--- config.mk ---
export PLATFORM = sky130hd
export DESIGN_NAME = multicycle_ctrl
export DESIGN_NICKNAME = d
export VERILOG_FILES = /design/src/rtl/mips_pkg.sv /design/src/rtl/ctrl_decoder.sv /design/src/rtl/multicycle_ctrl.sv
export SDC_FILE = /design/constraint.sdc
export NUM_CORES = 1
export LEC_CHECK = 0
export ABC_AREA = 1
export BUFFER_PORTS_ARGS = -buffer_cell sky130_fd_sc_hd__buf_2
export CAP_MARGIN = 20
export CORE_MARGIN = 3
export CORE_UTILIZATION = 40
export CTS_BUF_LIST = sky130_fd_sc_hd__clkbuf_16
export DETAILED_ROUTE_END_ITERATION = 6
export PLACE_DENSITY = 0.68
export REMOVE_ABC_BUFFERS = 1
export SKIP_CTS_REPAIR_TIMING = 1
export SLEW_MARGIN = 15
export SYNTH_ARGS = -nofsm -noshare
export SYNTH_HDL_FRONTEND = slang
export SYNTH_SLANG_ARGS = --single-unit
export TNS_END_PERCENT = 5
--- constraint.sdc ---
create_clock -name clk -period 1.5 [get_ports clk]
set_input_delay 0.225 -clock clk [delete_from_list [all_inputs] [get_ports clk]]
set_output_delay 0.225 -clock clk [all_outputs]
set_load 0.1 [all_outputs]
--- src/rtl/mips_pkg.sv ---
// Shared encodings for the multicycle MIPS-subset controller: opcodes, ALU and
// PC-source selects, FSM state and decoded operation class.
package mips_pkg;

    localparam logic [5:0] OP_RTYPE = 6'b000000;
    localparam logic [5:0] OP_ORI   = 6'b001101;
    localparam logic [5:0] OP_LW    = 6'b100011;
    localparam logic [5:0] OP_SW    = 6'b101011;
    localparam logic [5:0] OP_BEQ   = 6'b000100;
    localparam logic [5:0] OP_J     = 6'b000010;

    localparam logic [5:0] FN_ADDU  = 6'b100001;
    localparam logic [5:0] FN_SUBU  = 6'b100011;

    localparam logic [1:0] ALU_ADDU = 2'b00;
    localparam logic [1:0] ALU_OR   = 2'b01;
    localparam logic [1:0] ALU_SUBU = 2'b10;

    localparam logic [1:0] PC_PLUS4  = 2'b00;
    localparam logic [1:0] PC_BRANCH = 2'b01;
    localparam logic [1:0] PC_JUMP   = 2'b10;

    typedef enum logic [2:0] {
        S_FETCH  = 3'd0,
        S_DECODE = 3'd1,
        S_EXEC   = 3'd2,
        S_MEM    = 3'd3,
        S_WB     = 3'd4,
        S_HALT   = 3'd5
    } state_t;

    typedef enum logic [2:0] {
        C_ADDU, C_SUBU, C_ORI, C_LW, C_SW, C_BEQ, C_J, C_ILLEGAL
    } op_class_t;

    // Returns {alu operation, second-source select} used from EXEC to WB.
    function automatic logic [2:0] alu_ctl(input op_class_t c);
        case (c)
            C_SUBU, C_BEQ: alu_ctl = {ALU_SUBU, 1'b0};
            C_ORI:         alu_ctl = {ALU_OR, 1'b1};
            C_LW, C_SW:    alu_ctl = {ALU_ADDU, 1'b1};
            default:       alu_ctl = {ALU_ADDU, 1'b0};
        endcase
    endfunction

endpackage

--- src/rtl/ctrl_decoder.sv ---
// Combinational instruction classifier: maps opcode/funct to an operation
// class and flags every unsupported encoding as illegal.
module ctrl_decoder
    import mips_pkg::*;
(
    input  logic [31:0] instr,
    output op_class_t   op_class,
    output logic        illegal
);

    logic unused_instr_bits;
    assign unused_instr_bits = ^instr[25:6];

    always_comb begin
        op_class = C_ILLEGAL;
        case (instr[31:26])
            OP_RTYPE: begin
                if (instr[5:0] == FN_ADDU)
                    op_class = C_ADDU;
                else if (instr[5:0] == FN_SUBU)
                    op_class = C_SUBU;
            end
            OP_ORI:  op_class = C_ORI;
            OP_LW:   op_class = C_LW;
            OP_SW:   op_class = C_SW;
            OP_BEQ:  op_class = C_BEQ;
            OP_J:    op_class = C_J;
            default: op_class = C_ILLEGAL;
        endcase
    end

    assign illegal = (op_class == C_ILLEGAL);

endmodule

--- src/rtl/multicycle_ctrl.sv ---
// Multicycle controller FSM: sequences fetch/decode/execute/memory/writeback,
// drives datapath strobes and counts retired instructions.
module multicycle_ctrl
    import mips_pkg::*;
#(
    parameter int CNT_W = 32
) (
    input  logic             clk,
    input  logic             rst_n,
    input  logic [31:0]      instr,
    output logic             imem_req,
    input  logic             imem_ack,
    output logic             dmem_req,
    output logic             dmem_we,
    input  logic             dmem_ack,
    input  logic             alu_zero,
    output logic [1:0]       select_aluPerformance,
    output logic             select_anotherAluSource,
    output logic             ir_we,
    output logic             pc_we,
    output logic [1:0]       pc_src,
    output logic             reg_we,
    output logic             reg_dst,
    output logic             mem_to_reg,
    output logic             illegal,
    output logic [2:0]       state,
    output logic [CNT_W-1:0] retired
);

    state_t           st;
    op_class_t        cls;
    op_class_t        dec_class;
    logic             dec_illegal;
    logic [1:0]       alu_sel_q;
    logic             alu_src_q;
    logic             illegal_q;
    logic [CNT_W-1:0] retired_q;
    logic             retire;

    ctrl_decoder u_decoder (
        .instr    (instr),
        .op_class (dec_class),
        .illegal  (dec_illegal)
    );

    assign retire = (st == S_DECODE && dec_class == C_J) ||
                    (st == S_EXEC && cls == C_BEQ) ||
                    (st == S_MEM && cls == C_SW && dmem_ack) ||
                    (st == S_WB);

    // ALU selects are loaded on entry to EXEC and cleared on every return to FETCH.
    always_ff @(posedge clk) begin
        if (!rst_n) begin
            st        <= S_FETCH;
            cls       <= C_ADDU;
            alu_sel_q <= 2'b00;
            alu_src_q <= 1'b0;
            illegal_q <= 1'b0;
            retired_q <= '0;
        end else begin
            case (st)
                S_FETCH: begin
                    if (imem_ack)
                        st <= S_DECODE;
                end
                S_DECODE: begin
                    cls <= dec_class;
                    if (dec_class == C_J) begin
                        st <= S_FETCH;
                    end else if (dec_illegal) begin
                        st        <= S_HALT;
                        illegal_q <= 1'b1;
                    end else begin
                        st                     <= S_EXEC;
                        {alu_sel_q, alu_src_q} <= alu_ctl(dec_class);
                    end
                end
                S_EXEC: begin
                    if (cls == C_LW || cls == C_SW) begin
                        st <= S_MEM;
                    end else if (cls == C_BEQ) begin
                        st                     <= S_FETCH;
                        {alu_sel_q, alu_src_q} <= 3'b000;
                    end else begin
                        st <= S_WB;
                    end
                end
                S_MEM: begin
                    if (dmem_ack) begin
                        if (cls == C_LW) begin
                            st <= S_WB;
                        end else begin
                            st                     <= S_FETCH;
                            {alu_sel_q, alu_src_q} <= 3'b000;
                        end
                    end
                end
                S_WB: begin
                    st                     <= S_FETCH;
                    {alu_sel_q, alu_src_q} <= 3'b000;
                end
                S_HALT: st <= S_HALT;
                default: st <= S_FETCH;
            endcase
            if (retire)
                retired_q <= retired_q + 1'b1;
        end
    end

    // Strobes are masked while reset is asserted so a pending ack has no effect.
    always_comb begin
        imem_req   = 1'b0;
        ir_we      = 1'b0;
        pc_we      = 1'b0;
        pc_src     = PC_PLUS4;
        dmem_req   = 1'b0;
        dmem_we    = 1'b0;
        reg_we     = 1'b0;
        reg_dst    = 1'b0;
        mem_to_reg = 1'b0;
        if (rst_n) begin
            case (st)
                S_FETCH: begin
                    imem_req = 1'b1;
                    if (imem_ack) begin
                        ir_we = 1'b1;
                        pc_we = 1'b1;
                    end
                end
                S_DECODE: begin
                    if (dec_class == C_J) begin
                        pc_we  = 1'b1;
                        pc_src = PC_JUMP;
                    end
                end
                S_EXEC: begin
                    if (cls == C_BEQ && alu_zero) begin
                        pc_we  = 1'b1;
                        pc_src = PC_BRANCH;
                    end
                end
                S_MEM: begin
                    dmem_req = 1'b1;
                    dmem_we  = (cls == C_SW);
                end
                S_WB: begin
                    reg_we     = 1'b1;
                    reg_dst    = (cls == C_ADDU || cls == C_SUBU);
                    mem_to_reg = (cls == C_LW);
                end
                default: ;
            endcase
        end
    end

    assign select_aluPerformance   = alu_sel_q;
    assign select_anotherAluSource = alu_src_q;
    assign illegal                 = illegal_q;
    assign state                   = st;
    assign retired                 = retired_q;

endmodule

==> flow_metrics.env <==
export IMPL_synth_area_per_cell_um2=6.443
export IMPL_grt_start_max_net_pins=20
export IMPL_crit_fanout=4
export IMPL_gp_routability_congestion=0.8821
export IMPL_ios=86
export IMPL_post_dp_hpwl_um=6064
export IMPL_route_detailed_vias_per_inst=5.140
export IMPL_crit_required_ns=1.27
export IMPL_edff_count_synth=0
export IMPL_cap_violations=0
export IMPL_cp_num_cells=10
export IMPL_regToRegSetupSlack_ns=-0.23
export IMPL_dr_total_vias=3346
export IMPL_ys_types=37
export IMPL_core_region_area_um2=6459
export IMPL_final_instance_count_excl_fill=651
export IMPL_post_synth_main_area_contributors="dfxtp_1 (31%), nand2_1 (11%), nor2_1 (8.4%)"
export IMPL_power_leakage_nw=2.039
export IMPL_port_buffer_count=65
export IMPL_p_total_mw=3.661
export IMPL_synth_seq_cells=42
export IMPL_hold_removal_path_class="primary input to flip-flop"
export IMPL_synth_async_sr_flop_share_pct=0
export IMPL_cts_tree="built"
export IMPL_clkTransAtPathRegs_ns=0.06
export IMPL_diodes=0
export IMPL_max_slew_worst_pin_slew_ns=0.5020
export IMPL_antenna_left=0
export IMPL_floorplan_initialDensity_pct=42.00
export IMPL_cts_htree_levels=2
export IMPL_drtIter0Drc=130
export IMPL_synth_yosys_warnings=0
export IMPL_floorplan_die_width_um=88.35
export IMPL_grt_setup_unrepaired="yes"
export IMPL_final_hold_violation_count=0
export IMPL_synth_flop_cell="dfxtp_1"
export IMPL_timing_slew_headroom_pct=66.76
export IMPL_layout_nets=611
export IMPL_status="complete, but fails checks"
export IMPL_grt_overflow=0
export IMPL_critical_path_cell_chain="buf_6 -> nor2_4 -> nand3_2 -> inv_2 -> nand2_2 -> nand3_2 -> nand3_4 -> nor3_4 -> buf_6 -> buf_12"
export IMPL_clock_insertion_delay_worst_skew_ns=0.28
export IMPL_seq_area_frac_synth_pct=31.00
export IMPL_first_global_vias=3006
export IMPL_clock_fmax_mhz=567.2
export IMPL_crit_path_end_kind="output port"
export IMPL_initial_antenna_violation_count=0
export IMPL_synth_top_cell_area_share_pct=31.00
export IMPL_clkSinkCount=42
export IMPL_netlist_instances=421
export IMPL_critical_path_class="primary input to output port"
export IMPL_worstPathBufferInverterCount=4
export IMPL_die_area_um2=7806
export IMPL_area_growth_pct=61.07
export IMPL_synth_most_common_cell="nand2_1"
export IMPL_min_delay_path_depth=4
export IMPL_rows=29
export IMPL_slowest_stage="nor3_4"
export IMPL_period_minus_slack_ns=1.763
export IMPL_r2r_cells=12
export IMPL_ctsLongestPathBuffers=2
export IMPL_cts_made_buffers=5
export IMPL_violations_in_the_final_reports="setup timing"
export IMPL_part_of_the_cycle_the_worst_path_needs_pct=117.5
export IMPL_cp_start_kind="primary input"
export IMPL_route_detailed_wl_per_inst_um=13.28
export IMPL_vdd_ir_max_mv=0.9855
export IMPL_grt_usage_pct=19.97
export IMPL_detailed_routing_iterations_pass_1=5
export IMPL_first_pass_grt_wire_length_um=12630
export IMPL_final_max_slew_violation_count=0
export IMPL_count_of_endpoints_failing_setup_in_the_final_report=44
export IMPL_fin_skew_ns=0.004349
export IMPL_post_synthesis_cell_area_um2=2713
export IMPL_critical_path_top_delay_family="simple AND/OR/NAND/NOR gates"
export IMPL_layout_cells_sized_above_1_pct=46.69
export IMPL_slowest_delay_ns=0.19
export IMPL_routed_wl_um=8643
export IMPL_synth_top_cells_by_count="nand2_1 (77), nor2_1 (61), inv_1 (59), dfxtp_1 (42), a21oi_1 (30)"
export IMPL_critPathArrivalTime_ns=1.54
export IMPL_numPlacedInstances=636
export IMPL_clk_root_buffer_cell="clkbuf_16"
export IMPL_power_density_over_cell_area_nw_per_um2=837.9
export IMPL_post_route_drc_count=0
export IMPL_yosysTopAreaCell="dfxtp_1"
export IMPL_postLayoutSetupSlackWorst_ns=-0.2629
export IMPL_floorplan_die_height_um=88.35
[final cells by class]
| type | instances | area (µm²) |
|---|---|---|
| Sequential cell | 42 | 858.3 |
| Clock inverter | 3 | 16.27 |
| Clock buffer | 5 | 125.1 |
| Inverter | 68 | 257.7 |
| Tap cell | 77 | 96.34 |
| Multi-Input combinational cell | 303 | 1837 |
| Fill cell | 510 | 2090 |
| Timing Repair Buffer | 153 | 1179 |
[where the power goes]
group          switching (mW)  internal [mW]
clock network           0.452          0.608
logic                   0.923          0.449
registers              0.0492           1.18
total                    1.42           2.24
[cells in the final DEF (no fill, tap or decap), types with 13 or more instances in the layout]
cell / netlist / layout
buf_2: 3 / 50
inv_1: 59 / 54
nor2_4: 7 / 17
inv_2: 9 / 13
nor2_2: 11 / 16
o21ai_0: 19 / 15
dfxtp_1: 42 / 32
nand2_2: 8 / 17
nand3_1: 22 / 17
nand2_1: 77 / 66
nor2_1: 61 / 46
a21oi_1: 30 / 29
buf_4: 0 / 85
[path summary, 6_finish.rpt]
| kind | from | endpoint |
|---|---|---|
| hold / removal | imem_ack | state[0] |
| hold reg to reg | illegal | illegal |
| setup / recovery | instr[30] | pc_src[1] |
| setup reg to reg | state[2] | retired[9] |
[flip-flops by register name, indices dropped and copies added, names as in the netlist]
register / cells
illegal: 1
select_aluPerformance: 2
retired: 32
state: 3
cls: 3
select_anotherAluSource: 1
[cell families after synthesis]
kind of cell	share of synthesized area, %
buffers and inverters	10.93
and+or+nand+nor	43.54
xor gates and xnor gates	1.614
adders and majority gates	0.4612
DFF	31.00
AOI/OAI and AO/OA	12.45
[metrics by stage]
step                      util [%]  worst slack [ns]  setup TNS, ns  instance area [µm²]  hold WS (ns)
after floorplan                  -            -2.975         -45.68                 2671        0.3455
after global placement       59.63           -0.2475         -4.159                 3851        0.4438
after detailed placement     59.63           -0.3088         -5.624                 3851        0.4689
after CTS                    61.82           -0.4817         -6.464                 3993        0.3136
after global routing         67.65           -0.3133         -9.804                 4369        0.3939
final                        67.65           -0.2629         -5.444                 4369        0.3539
[tightest hold or removal path, delay by kind of cell]
family | cells | cell delay [ns]
AOI/OAI and AO/OA | 1 | 0.14
and+or+nand+nor | 2 | 0.15
buffers and inverters | 1 | 0.09
[layer usage]
metal  share of wire (%)  GRT usage [%]
met5                   0              0
met4                 2.7          6.044
met3                 6.0          4.376
met2                  50          35.35
met1                  41          24.12
(Power assumes the default switching activity.)
